--- src/rtl/fifo_uart_tx_if.sv ---
// Byte-FIFO read port as seen by a drain stage: empty flag, read strobe, read data.
interface fifo_uart_tx_if #(
    parameter int unsigned DATA_W = 8
);
    logic              fifo_empty;
    logic              fifo_rd;
    logic [DATA_W-1:0] fifo_dout;

    // master pops the FIFO; slave is the FIFO itself
    modport master (
        input  fifo_empty,
        input  fifo_dout,
        output fifo_rd
    );

    modport slave (
        output fifo_empty,
        output fifo_dout,
        input  fifo_rd
    );
endinterface

--- src/rtl/fifo_uart_tx.sv ---
// Drains the upstream byte FIFO one byte at a time and serialises it as UART 8N1, LSB first.
// Bit timing is derived from clk with a CLKS_PER_BIT counter.
module fifo_uart_tx #(
    parameter int unsigned CLKS_PER_BIT = 16,
    parameter int unsigned DATA_W       = 8
) (
    input  logic                  clk,
    input  logic                  rst,
    input  logic                  enable,
    fifo_uart_tx_if.master        fifo,
    output logic                  tx,
    output logic                  busy,
    output logic                  frame_done
);

    localparam int unsigned CNT_W = (CLKS_PER_BIT > 1) ? $clog2(CLKS_PER_BIT) : 1;
    localparam int unsigned IDX_W = $clog2(DATA_W);
    localparam logic [CNT_W-1:0] CNT_LAST = CNT_W'(CLKS_PER_BIT - 1);
    localparam logic [CNT_W-1:0] CNT_PRE  = CNT_W'(CLKS_PER_BIT - 2);
    localparam logic [IDX_W-1:0] IDX_LAST = IDX_W'(DATA_W - 1);

    typedef enum logic [2:0] {
        S_IDLE,
        S_FETCH,
        S_LOAD,
        S_START,
        S_DATA,
        S_STOP
    } state_t;

    state_t            state;
    logic [CNT_W-1:0]  cnt;
    logic [IDX_W-1:0]  idx;
    logic [DATA_W-1:0] shreg;

    // All outputs are registered; tx is loaded with the value of the bit being entered.
    always_ff @(posedge clk or negedge rst) begin
        if (!rst) begin
            state        <= S_IDLE;
            cnt          <= '0;
            idx          <= '0;
            shreg        <= '0;
            tx           <= 1'b1;
            busy         <= 1'b0;
            frame_done   <= 1'b0;
            fifo.fifo_rd <= 1'b0;
        end else begin
            fifo.fifo_rd <= 1'b0;
            frame_done   <= 1'b0;
            unique case (state)
                S_IDLE: begin
                    tx <= 1'b1;
                    if (enable && !fifo.fifo_empty) begin
                        state        <= S_FETCH;
                        fifo.fifo_rd <= 1'b1;
                        busy         <= 1'b1;
                    end
                end
                S_FETCH: begin
                    state <= S_LOAD;
                end
                // FIFO read data is valid in the cycle after the read strobe
                S_LOAD: begin
                    shreg <= fifo.fifo_dout;
                    cnt   <= '0;
                    tx    <= 1'b0;
                    state <= S_START;
                end
                S_START: begin
                    if (cnt == CNT_LAST) begin
                        cnt   <= '0;
                        idx   <= '0;
                        tx    <= shreg[0];
                        state <= S_DATA;
                    end else begin
                        cnt <= cnt + 1'b1;
                    end
                end
                S_DATA: begin
                    if (cnt == CNT_LAST) begin
                        cnt   <= '0;
                        shreg <= {1'b0, shreg[DATA_W-1:1]};
                        if (idx == IDX_LAST) begin
                            tx    <= 1'b1;
                            state <= S_STOP;
                        end else begin
                            idx <= idx + 1'b1;
                            tx  <= shreg[1];
                        end
                    end else begin
                        cnt <= cnt + 1'b1;
                    end
                end
                // frame_done is set one cycle early so it lands on the last stop cycle
                S_STOP: begin
                    tx <= 1'b1;
                    if (cnt == CNT_LAST) begin
                        cnt   <= '0;
                        busy  <= 1'b0;
                        state <= S_IDLE;
                    end else begin
                        cnt <= cnt + 1'b1;
                        if (cnt == CNT_PRE) begin
                            frame_done <= 1'b1;
                        end
                    end
                end
                default: begin
                    state <= S_IDLE;
                end
            endcase
        end
    end

endmodule

--- src/flat_wrapper.sv ---
// flat-port wrapper written by rule: the top's interface ports become plain ports
module fifo_uart_tx_flat 
#(
    parameter int unsigned CLKS_PER_BIT = 16,
    parameter int unsigned DATA_W       = 8
)
  (clk, rst, enable, tx, busy, frame_done, fifo_fifo_empty, fifo_fifo_dout, fifo_fifo_rd);
  fifo_uart_tx_if #(.DATA_W(DATA_W)) fifo_i ();
  input  logic clk;
  input  logic rst;
  input  logic enable;
  output logic tx;
  output logic busy;
  output logic frame_done;
  input wire logic [$bits(fifo_i.fifo_empty)-1:0] fifo_fifo_empty;
  input wire logic [$bits(fifo_i.fifo_dout)-1:0] fifo_fifo_dout;
  output wire logic [$bits(fifo_i.fifo_rd)-1:0] fifo_fifo_rd;
  assign fifo_i.fifo_empty = fifo_fifo_empty;
  assign fifo_i.fifo_dout = fifo_fifo_dout;
  assign fifo_fifo_rd = fifo_i.fifo_rd;
  fifo_uart_tx #(.CLKS_PER_BIT(CLKS_PER_BIT), .DATA_W(DATA_W)) u_core (.clk(clk), .rst(rst), .enable(enable), .fifo(fifo_i), .tx(tx), .busy(busy), .frame_done(frame_done));
endmodule
--- config.mk ---
export PLATFORM = sky130hd
export DESIGN_NAME = fifo_uart_tx_flat
export DESIGN_NICKNAME = d
export VERILOG_FILES = /design/src/rtl/fifo_uart_tx_if.sv /design/src/rtl/fifo_uart_tx.sv /design/src/flat_wrapper.sv
export SDC_FILE = /design/constraint.sdc
export NUM_CORES = 1
export LEC_CHECK = 0
export CORE_UTILIZATION = 55
export DETAILED_ROUTE_END_ITERATION = 8
export DONT_BUFFER_PORTS = 1
export PLACE_DENSITY = 0.74
export SYNTH_ARGS = -nofsm -noshare
export SYNTH_HDL_FRONTEND = slang
export SYNTH_SLANG_ARGS = --single-unit
--- constraint.sdc ---
create_clock -name clk -period 3.4 [get_ports clk]
set_input_delay 0.34 -clock clk [delete_from_list [all_inputs] [get_ports clk]]
set_output_delay 0.34 -clock clk [all_outputs]
set_load 0.05 [all_outputs]
### Word-level counts from Yosys, hierarchy flattened

Cells that the tools add are included.

* eq/ne operators: 14
* $add $sub $neg: 2
* shifts and indexed selects: 0
* mux-type cells: 25
* bitwise logic cells: 0
* multipliers: 0
* order comparisons: 0
* div/mod/pow operators: 0
* reductions and logical operators: 15

Operators with widths (number)
* two-way mux 3 bit: 7
* case mux 3 bit (6 select lines): 1
* case mux 8 bit (2 select lines): 1
* two-way mux 1 bit: 10
* != test 2 x 1 -> 1 bit (second input constant): 5
* equality test 3 bit (second input constant): 3
* equality test 4 bit (second input constant): 2
* two-way mux 8 bit: 1
* case mux 4 bit (2 select lines): 1
* nonzero test 2 bit: 4
* equality test 3 x 2 -> 1 bit (second input constant): 2
* case mux 3 bit (2 select lines): 1
* AND reduction 3 bit: 2
* AND reduction 5 bit: 1
* adder 4 x 1 -> 4 bit (second input constant): 1
* two-way mux 4 bit: 1
* case mux 1 bit (4 select lines): 1
* AND reduction 4 bit: 1
* nonzero test 4 bit: 1
* adder 3 x 1 -> 3 bit (second input constant): 1
* equality test 3 x 1 -> 1 bit (second input constant): 1
* zero test 3 bit: 1
* OR reduction 3 bit: 1
* != test 2 bit (second input constant): 1
* other kinds (5): 5

* memory bits (writable): 0
* logic and storage cells: 64
* flip-flop bits (word level): 22
* bits in read-only memories: 0
* bits in latches: 0
* output and inout port bits: 4
* input port bits: 12
* memories: 0

### Logic depth before layout (Yosys ltp)

Gate-level depths: netlist of run 1.

* depth in word-level cells: 4
* mapped depth: 7
* depth with buffers taken out: 6

### Worst setup path before layout of run 1

OpenSTA, ideal clock, no wires.

* path type: register -> register
* start point: register u_core.cnt[0]
* end point: register u_core.shreg[2]
* clock period less this slack: 1514 ps
* setup slack: 1886 ps
* arrival time: 1393 ps
* library setup time: 122 ps
* buffers on the path: 2
* stages on the path, launching flop included: 7
* required time: 3278 ps
* cell sequence: dfrtp_1 -> ha_1 -> and3_1 -> buf_6 -> a21oi_2 -> buf_4 -> o21ai_1

* word-level cells in the longest chain between the ends: 3

RTL lines
* from (decl): line fifo_uart_tx.sv:32 `logic [CNT_W-1:0] cnt;`
* from (signal assigned): line fifo_uart_tx.sv:76 `cnt <= cnt + 1'b1;`
* from (signal assigned): line fifo_uart_tx.sv:91 `cnt <= cnt + 1'b1;`
* from (signal assigned): line fifo_uart_tx.sv:102 `cnt <= cnt + 1'b1;`
* equality test 4 bit: line fifo_uart_tx.sv:80 `if (cnt == CNT_LAST) begin`
* != test 2 x 1 -> 1 bit (no source line)
* AND reduction 2 bit (no source line)
* to (signal assigned): line fifo_uart_tx.sv:64 `shreg <= fifo.fifo_dout;`
* to (signal assigned): line fifo_uart_tx.sv:82 `shreg <= {1'b0, shreg[DATA_W-1:1]};`
* to (decl): line fifo_uart_tx.sv:34 `logic [DATA_W-1:0] shreg;`

Every way passes these cells.
A chain may end at the register's enable or synchronous reset.

### Worst setup path after layout of run 1

* start point: register u_core.state[2]
* end point: register u_core.idx[0]

* word-level cells in the longest chain between the ends: 3
* elaborated cells between the ends (all ways): 8
* classes of those cells: eq/ne: 5; mux: 1; reduce/logical: 2

RTL lines
* from (decl): line fifo_uart_tx.sv:31 `state_t state;`
* from (signal assigned): line fifo_uart_tx.sv:39 `state <= S_IDLE;`
* from (signal assigned): line fifo_uart_tx.sv:54 `state <= S_FETCH;`
* from (signal assigned): line fifo_uart_tx.sv:60 `state <= S_LOAD;`
* equality test 3 bit / equality test 3 x 2 -> 1 bit (equally long branches): line fifo_uart_tx.sv:50 `unique case (state)`
* != test 2 bit (no source line), or another cell as far along
* AND reduction 4 bit (no source line)
* to (signal assigned): line fifo_uart_tx.sv:87 `idx <= idx + 1'b1;`
* to (decl): line fifo_uart_tx.sv:33 `logic [IDX_W-1:0] idx;`

Several ways; a longest one is shown, not always the timed one.

==> results of run 1 <==
-- layout make-up --
cell class	count	area share [%]
inverter	5	1.438
sequential	22	42.28
tap	28	2.685
clock buffer	4	2.013
timing repair buffer	1	0.7670
multi-input combinational	103	50.82
-- path summary, 6_finish.rpt --
check,from,end,slack [ns],cells past startpoint
hold / removal,fifo_fifo_dout[2],u_core.shreg[2],0.22,2
hold reg to reg,u_core.shreg[2],u_core.shreg[2],0.50,2
max in group asynchronous,rst,u_core.cnt[0],2.21,1
setup / recovery,u_core.state[2],u_core.idx[0],1.18,4
min in group asynchronous,rst,u_core.idx[0],0.61,1
setup reg to reg,u_core.state[2],u_core.idx[0],1.18,4
-- worst max-delay path, stage by stage (launching register included) --
cell and delay (ns):
dfrtp_1 0.76, nor3b_4 0.67, a22oi_2 0.24, nor2_2 0.15, mux2_4 0.31
-- power by group through the flow --
stage | Clock [mW] | Sequential (mW) | Combinational [mW]
after floorplan | 0 | 0.276 | 0.00481
after global placement | 0 | 0.276 | 0.00512
after detailed placement | 0 | 0.276 | 0.00550
after CTS | 0.124 | 0.272 | 0.0113
after global routing | 0.132 | 0.272 | 0.0128
final | 0.119 | 0.271 | 0.0108
-- cell usage after synthesis, drive strengths merged, types with 3 or more instances --
| library cell | count |
|---|---|
| nand2 | 19 |
| nor2 | 13 |
| o21ai | 17 |
| inv | 5 |
| nor2b | 3 |
| mux2i | 9 |
| buf | 10 |
| a21oi | 5 |
| nand2b | 3 |
| ha | 4 |
| dfrtp | 21 |
-- cell families (layout without fill, tap and decap cells) --
family / count (synthesis) / after routing / share of synthesized area [%]
AO/OA/AOI/OAI: 40 / 40 / 20.00
buffers and inverters: 15 / 10 / 6.634
multiplexers: 10 / 10 / 8.077
AND/OR/NAND/NOR: 49 / 49 / 19.04
adder cells (fa/ha/maj): 4 / 4 / 3.846
flip-flops: 22 / 22 / 42.40
-- sequential cells by signal, summed over array words and instances, names as in the netlist --
signal,cells
u_core.state,3
u_core.frame_done,1
u_core.tx,1
u_core.busy,1
u_core.cnt,4
u_core.shreg,8
u_core.idx,3
u_core.fifo.fifo_rd,1
-- per-layer routing --
metal	track usage (%)	share of wire [%]	up-vias
met2	28.44	44	21
met1	28.68	50	442
met4	4.167	0.78	0
li1	-	-	489
met3	7.273	4.8	2
met5	0	0	-
-- stage by stage --
stage	area [µm²]	worst slack (ns)	hold slack [ns]
2_1_floorplan	1301	1.886	0.04441
3_3_place_gp	1269	1.249	0.04488
3_5_place_dp	1269	1.177	0.04488
4_1_cts	1305	1.161	0.2110
5_1_grt	1305	0.9670	0.2105
6_report	1305	1.176	0.2174
==> out/results.ini, run 1 <==
[layout]
final_common_cell = dfrtp_1
diodes = 0
fillCellCount = 192
stdcell_count = 163
nets = 152
multi_input_area_um2 = 663.1
final-seq-area_um2 = 551.8
syn_to_final_growth_pct = 0.2883
final_util_pct = 58.99
drive_above_1_share_pct = 7.407
final_cell_mix = 21 x dfrtp_1, 19 x nand2_1, 12 x nor2_1

[detailed_routing]
wl_mm = 2.186
drt_iter0_drc = 20
first_pass_iters = 4
vias = 954
drc = 0
viasPerCell = 5.853
wl_per_cell_um = 13.41
ant_nets = 0

[power]
pwr-share-comb_pct = 2.7
pwr-share-seq_pct = 67.7
p_int_uw = 315.9
ir_drop_mv = 0.2766
swShare_pct = 21.26
p_per_area_nw_per_um2 = 307.4
switchingPower_uw = 85.28
p_total_uw = 401.2
p_leak_nw = 0.6583
clkPwrFrac_pct = 29.6

[synth]
synth_cell_types = 40
netlist.area_leader.share_pct = 40.38
synth_edf_count = 0
syn_nets = 156
synth-warning-count = 0
synthArstFlopShare_pct = 100.0
synth_area_leaders = dfrtp_1 40%, mux2i_1 6.9%, nand2_1 5.5%
ys_ff_latch = 22
ys.flop_type = dfrtp_1
synth_area_um2 = 1301
synthCells = 140
seq_area_frac_synth_pct = 42.40
synth_area_leader_cell = dfrtp_1
syn-mean-instance-area_um2 = 9.295

[global_routing]
grt_pass1_vias = 833
antenna_found_initial = 0
grt_max_degree = 26
grt_usage_pct = 19.92
grt_pass1_wl_mm = 3.877
gr-total-overflow = 0

[timing]
hold_violations = 0
fmax_mhz = 449.6
finalSetupViolCount = 0
rsz0062_at_grt = no
min_period_ns = 2.224
fin_crit_sh_pct = 65.42
tightest_slew_ns = 0.9401
max_slew_margin_pct = 37.12
setup_tns_ns = 0
fin_skew_ns = 0.004885
slew_viol_final = 0

[critical_path]
cp-end-kind = flip-flop
critical_path.max_fanout = 24
criticalPathCategory = reg2reg
crit_arrival_ns = 2.42
crit_required_ns = 3.60
startpoint_type = flip-flop

[clocking]
htree_levels = 1
cts_setup_buffers = 0
clk_latency_ns = 0.30
cts-resized-gates = 0
clkTransAtPathRegs_ns = 0.11
clock_sinks = 22
cts_tree = yes
root_buffer = clkbuf_4
clockBufferDepth = 2
ctsHoldBuffers = 1
cts_buffers = 3

[floorplanning]
rows = 17
die_y_um = 50.64
die_w_um = 50.64
core_um2 = 2212
initial_core_util_pct = 58.82
ios = 16
dieArea_um2 = 2564

[placement]
gp_congestion = 0.7881
place.detailed.hpwl_mm = 1.525
dp_cells = 158
port_buffers = 0

[outcome]
status = completed

[min_path]
hp-class = in2reg

[flow_run]
cap_violations = 0

Power figures use the tool's default switching activity.
==> run 2: changes to the inputs <==
Settings changed: ABC_AREA from default to 1.
Clock period 3.4 ns to 2.2 ns, I/O delays scaled along.
==> out/results.ini, run 2 <==
[floorplanning]
die_w_um = 48.29
initial_core_util_pct = 59.47
dieArea_um2 = 2332
ios = 16
core_um2 = 1982
rows = 16
die_y_um = 48.29

[power]
swShare_pct = 43.24
clkPwrFrac_pct = 18.6
p_int_uw = 963.2
p_leak_nw = 0.6591
switchingPower_uw = 733.9
pwr-share-comb_pct = 39.0
p_total_mw = 1.697
p_per_area_nw_per_um2 = 1351
ir_drop_mv = 0.8767
pwr-share-seq_pct = 42.4

[layout]
largest_reg_flops = 8
reg.largest.list = u_core.shreg: 8 flops, u_core.cnt: 4 flops
nets = 169
diodes = 0
final_cell_mix = 45 x nand2_1, 21 x o21ai_0, 21 x dfrtp_1
multi_input_area_um2 = 533.0
final_common_cell = nand2_1
fillCellCount = 170
final_util_pct = 63.38
regMostFlops = u_core.shreg
final-seq-area_um2 = 551.8
drive_above_1_share_pct = 10.53
syn_to_final_growth_pct = 6.581

[critical_path]
critPathBufInv = 0
ff2ff_setup_slack_ns = 0.71
worstPathCellList = nor2_4 -> nand2_2 -> o21ai_4 -> o21ai_0
criticalPathCategory = reg2reg
slowest_stage = dfrtp_1
critical_path.max_fanout = 19
crit_arrival_ns = 1.68
startpoint_type = flip-flop
critPathTopFamily = compound AO/OA/AOI/OAI gates
max_stage_delay_ns = 0.47
crit_required_ns = 2.40
cp-end-kind = flip-flop

[synth]
synth_most_common_cell = nand2_1
syn_nets = 165
ys_ff_latch = 22
seq_area_frac_synth_pct = 46.82
synthArstFlopShare_pct = 100.0
synthCells = 149
synth_area_um2 = 1179
syn-mean-instance-area_um2 = 7.910
synth_area_leader_cell = dfrtp_1
synth-warning-count = 0
synth_area_leaders = dfrtp_1 45%, nand2_1 14%, o21ai_0 8.9%
synth_edf_count = 0
ys.flop_type = dfrtp_1
synth_cell_types = 22
netlist.area_leader.share_pct = 44.59
yosys-top-cells-count = 45 x nand2_1, 21 x dfrtp_1, 21 x o21ai_0

[global_routing]
grt_pass1_wl_mm = 3.222
gr-total-overflow = 0
antenna_found_initial = 0
grt_usage_pct = 20.54
grt_pass1_vias = 770
grt_max_degree = 23

[clocking]
cts_setup_buffers = 0
clock_sinks = 22
htree_levels = 1
ctsHoldBuffers = 1
clkTransAtPathRegs_ns = 0.13
clockBufferDepth = 2
clk_latency_ns = 0.31
cts_tree = yes
cts_buffers = 3
cts-resized-gates = 0
root_buffer = clkbuf_4

[placement]
dp_slack_ns = 0.7333
port_buffers = 0
gp_congestion = 0.8080
place.detailed.hpwl_mm = 1.551

[min_path]
hp-class = in2reg

[timing]
slew_viol_final = 0
finalSetupViolCount = 0
setup_tns_ns = 0
tightest_slew_ns = 0.9687
max_slew_margin_pct = 35.21
hold_violations = 0
whs_ns = 0.03325
fmax_mhz = 672.0
fin_ws_ns = 0.7119
min_period_ns = 1.488
fin_skew_ns = 0.001113
fin_crit_sh_pct = 67.64
rsz0062_at_grt = no

[detailed_routing]
wl_per_cell_um = 11.64
drt_iter0_drc = 25
viasPerCell = 5.246
drc = 0
wl_mm = 2.083
ant_nets = 0
first_pass_iters = 4
vias = 939

[outcome]
status = completed

[flow_run]
cap_violations = 0

-- run 2: cell types whose count changed after synthesis, moves of 6 or more --
cell,delta
mux2i_1,-9
nand2_1,+26
nor2_1,-6
inv_1,+14
buf_2,-6
nand3_1,+11
o21ai_0,+11
-- run 2: cells by family after synthesis --
family	count (synthesis)	share of synthesized area (%)
buffers and inverters	22	7.962
XOR/XNOR	1	0.7432
flip-flops	22	46.82
AO/OA/AOI/OAI	27	12.63
adder cells (fa/ha/maj)	4	4.246
AND/OR/NAND/NOR	73	27.60
-- run 2: worst reg2reg max path, delay by kind of cell (launching register included) --
family,cells,cell delay [ns]
AND/OR/NAND/NOR,2,0.37
AO/OA/AOI/OAI,2,0.53
flip-flops,1,0.47
-- run 2: power groups by stage --
stage	Combinational, mW	Sequential, mW	Clock, mW
after floorplan	0.558	0.707	0
after global placement	0.615	0.723	0
after detailed placement	0.653	0.730	0
after CTS	0.666	0.721	0.316
after global routing	0.774	0.738	0.328
final	0.661	0.720	0.316
-- run 2: stage by stage --
stage | instance area (µm²) | instances
final | 1256 | 179
after floorplan | 1179 | 149
after global routing | 1256 | 179
after detailed placement | 1194 | 174
after global placement | 1194 | 174
after CTS | 1256 | 179
-- run 2: layer usage --
| metal | vias to the layer above | global-route usage, % | wire length (µm) | share of wire (%) |
|---|---|---|---|---|
| li1 | 483 | - | - | - |
| met1 | 433 | 26.59 | 946 | 45 |
| met2 | 20 | 33.33 | 1025 | 49 |
| met3 | 3 | 4.815 | 93 | 4.5 |
| met4 | 0 | 7.778 | 18 | 0.86 |
| met5 | - | 0 | 0 | 0 |
-- run 2: path summary, 6_finish.rpt --
path / to / cells past startpoint / from
max in group asynchronous: u_core.state[0] / 1 / rst
worst max register to register: u_core.shreg[6] / 4 / u_core.state[1]
worst min-delay path: u_core.shreg[7] / 2 / fifo_fifo_dout[7]
worst max-delay path: u_core.shreg[6] / 4 / u_core.state[1]
min in group asynchronous: u_core.state[2] / 1 / rst
worst min register to register: u_core.idx[1] / 2 / u_core.idx[1]
-- run 2: final cells by class --
class / instances / area share (%)
Sequential cell: 22 / 43.92
Multi-Input combinational cell: 105 / 42.43
Inverter: 20 / 5.976
Tap cell: 27 / 2.689
Clock inverter: 1 / 2.390
Clock buffer: 3 / 1.793
Timing Repair Buffer: 1 / 0.7968
==> run 3: changes to the inputs <==
Clock period 2.2 ns to 1.5 ns, I/O delays scaled along.
==> out/results.ini, run 3 (same netlist as run 2, synthesis figures left out) <==
[power]
p_per_area_nw_per_um2 = 1836
p_leak_nw = 0.6778
ir_drop_mv = 1.065
p_total_mw = 2.373

[timing]
whs_ns = 0.03551
tightest_slew_ns = 0.9584
setup_tns_ns = 0
finalSetupViolCount = 0
fin_skew_ns = 0.008221
rsz0062_at_grt = no
fin_crit_sh_pct = 91.19
min_period_ns = 1.368
max_slew_margin_pct = 35.90
fmax_mhz = 731.0
slew_viol_final = 0
hold_violations = 0

[floorplanning]
initial_core_util_pct = 59.47
die_w_um = 48.29
ios = 16
die_y_um = 48.29
dieArea_um2 = 2332
rows = 16
core_um2 = 1982

[clocking]
root_buffer = clkbuf_4
clock_sinks = 22
cts_buffers = 3
cts_tree = yes
clk_latency_ns = 0.31
clkTransAtPathRegs_ns = 0.12
htree_levels = 1
clockBufferDepth = 2

[global_routing]
met2_usage_pct = 29.87
grt_usage_pct = 19.49
grt_max_degree = 23
use_met1_pct = 27.02
grt_pass1_vias = 731
grt_busiest_layer = met2
antenna_found_initial = 0
gr-total-overflow = 0
grt.met3_usage_pct = 3.333
grt_pass1_wl_mm = 3.125

[layout]
syn_to_final_growth_pct = 9.660
final_common_cell = nand2_1
final_util_pct = 65.21
finalInstanceArea_um2 = 1292
drive_above_1_share_pct = 13.92
diodes = 0
regMostFlops = u_core.shreg
nets = 175
fillCellCount = 164
largest_reg_flops = 8
final_cell_mix = 45 x nand2_1, 21 x o21ai_0, 19 x inv_1, 19 x dfrtp_1, 12 x nand3_1
reg.largest.list = u_core.shreg: 8 flops, u_core.cnt: 4 flops

[detailed_routing]
vias = 911
wl_per_cell_um = 11.10
drc = 0
wl_mm = 2.053
viasPerCell = 4.924
ant_nets = 0
first_pass_iters = 4
drt_iter0_drc = 13

[placement]
gp_congestion = 0.8303
place.detailed.hpwl_mm = 1.537
port_buffers = 0
placed_area_um2 = 1216

[critical_path]
cp-end-kind = flip-flop
regToRegStartpoint = u_core.cnt[0]
max_stage_delay_ns = 0.42
critPathLaunch = u_core.cnt[0]
crit_required_ns = 1.69
criticalPathCategory = reg2reg
critical_path.max_fanout = 15
crit_arrival_ns = 1.56
worstPathCellList = ha_1 -> nand3_2 -> o21ai_4 -> o21ai_0
slowest_stage = dfrtp_1
startpoint_type = flip-flop

[outcome]
status = completed

[flow_run]
cap_violations = 0

[min_path]
hp-class = in2reg
min_from = fifo_fifo_empty

## run 3: changes by cell type in the layout (fill, tap and decap cells not counted), sizes merged
cell,before,now
buf,0,4
dlygate4sd3,1,3
clkbuf,3,4
bufinv,1,0
## run 3: final cells by class
class | instances | area, µm² | share of cell area, %
Tap cell | 27 | 33.78 | 2.614
Sequential cell | 22 | 554.3 | 42.88
Multi-Input combinational cell | 105 | 533.0 | 41.24
Inverter | 20 | 75.07 | 5.808
Timing Repair Buffer | 7 | 60.06 | 4.647
Clock buffer | 4 | 36.28 | 2.807
## run 3: report_power, final
group	switching [mW]	internal [mW]
combinational	0.664	0.365
sequential	0.203	0.816
clock	0.176	0.148
## run 3: final timing paths
kind / end / slack (ns) / cells past startpoint
worst min-delay path: u_core.fifo.fifo_rd / 0.04 / 3
max in group asynchronous: u_core.state[1] / 0.43 / 1
min in group asynchronous: u_core.idx[2] / 0.42 / 1
worst max-delay path: u_core.shreg[4] / 0.13 / 4
worst max register to register: u_core.shreg[4] / 0.13 / 4
worst min register to register: u_core.idx[2] / 0.52 / 2
## run 3: worst max-delay path, delay by kind of cell, from the launching register on
kind	cells	cell delay (ns)
and+or+nand+nor	1	0.15
adders and majority gates	1	0.22
AOI/OAI and AO/OA	2	0.48
DFF	1	0.42
## run 3: per-stage QoR
step / std cells / setup WS, ns
finish: 185 / 0.1321
global route: 185 / 0.007089
CTS: 183 / 0.1117
detailed placement: 177 / 0.1360
global placement: 177 / 0.1568
floorplan: 149 / 0.2646
## run 3: layer usage
metal | vias up | share of wire [%]
met1 | 396 | 49
met4 | 0 | 1.8
met2 | 17 | 46
met5 | - | 0
met3 | 5 | 3.1
li1 | 493 | -
## run 3: repair_timing
action	4_1_cts	5_1_grt
buffers inserted	0	1
endpoints found under the setup margin	0	11
hold buffers	2	1
endpoints found under the hold margin	23	1
gates resized for setup	0	2
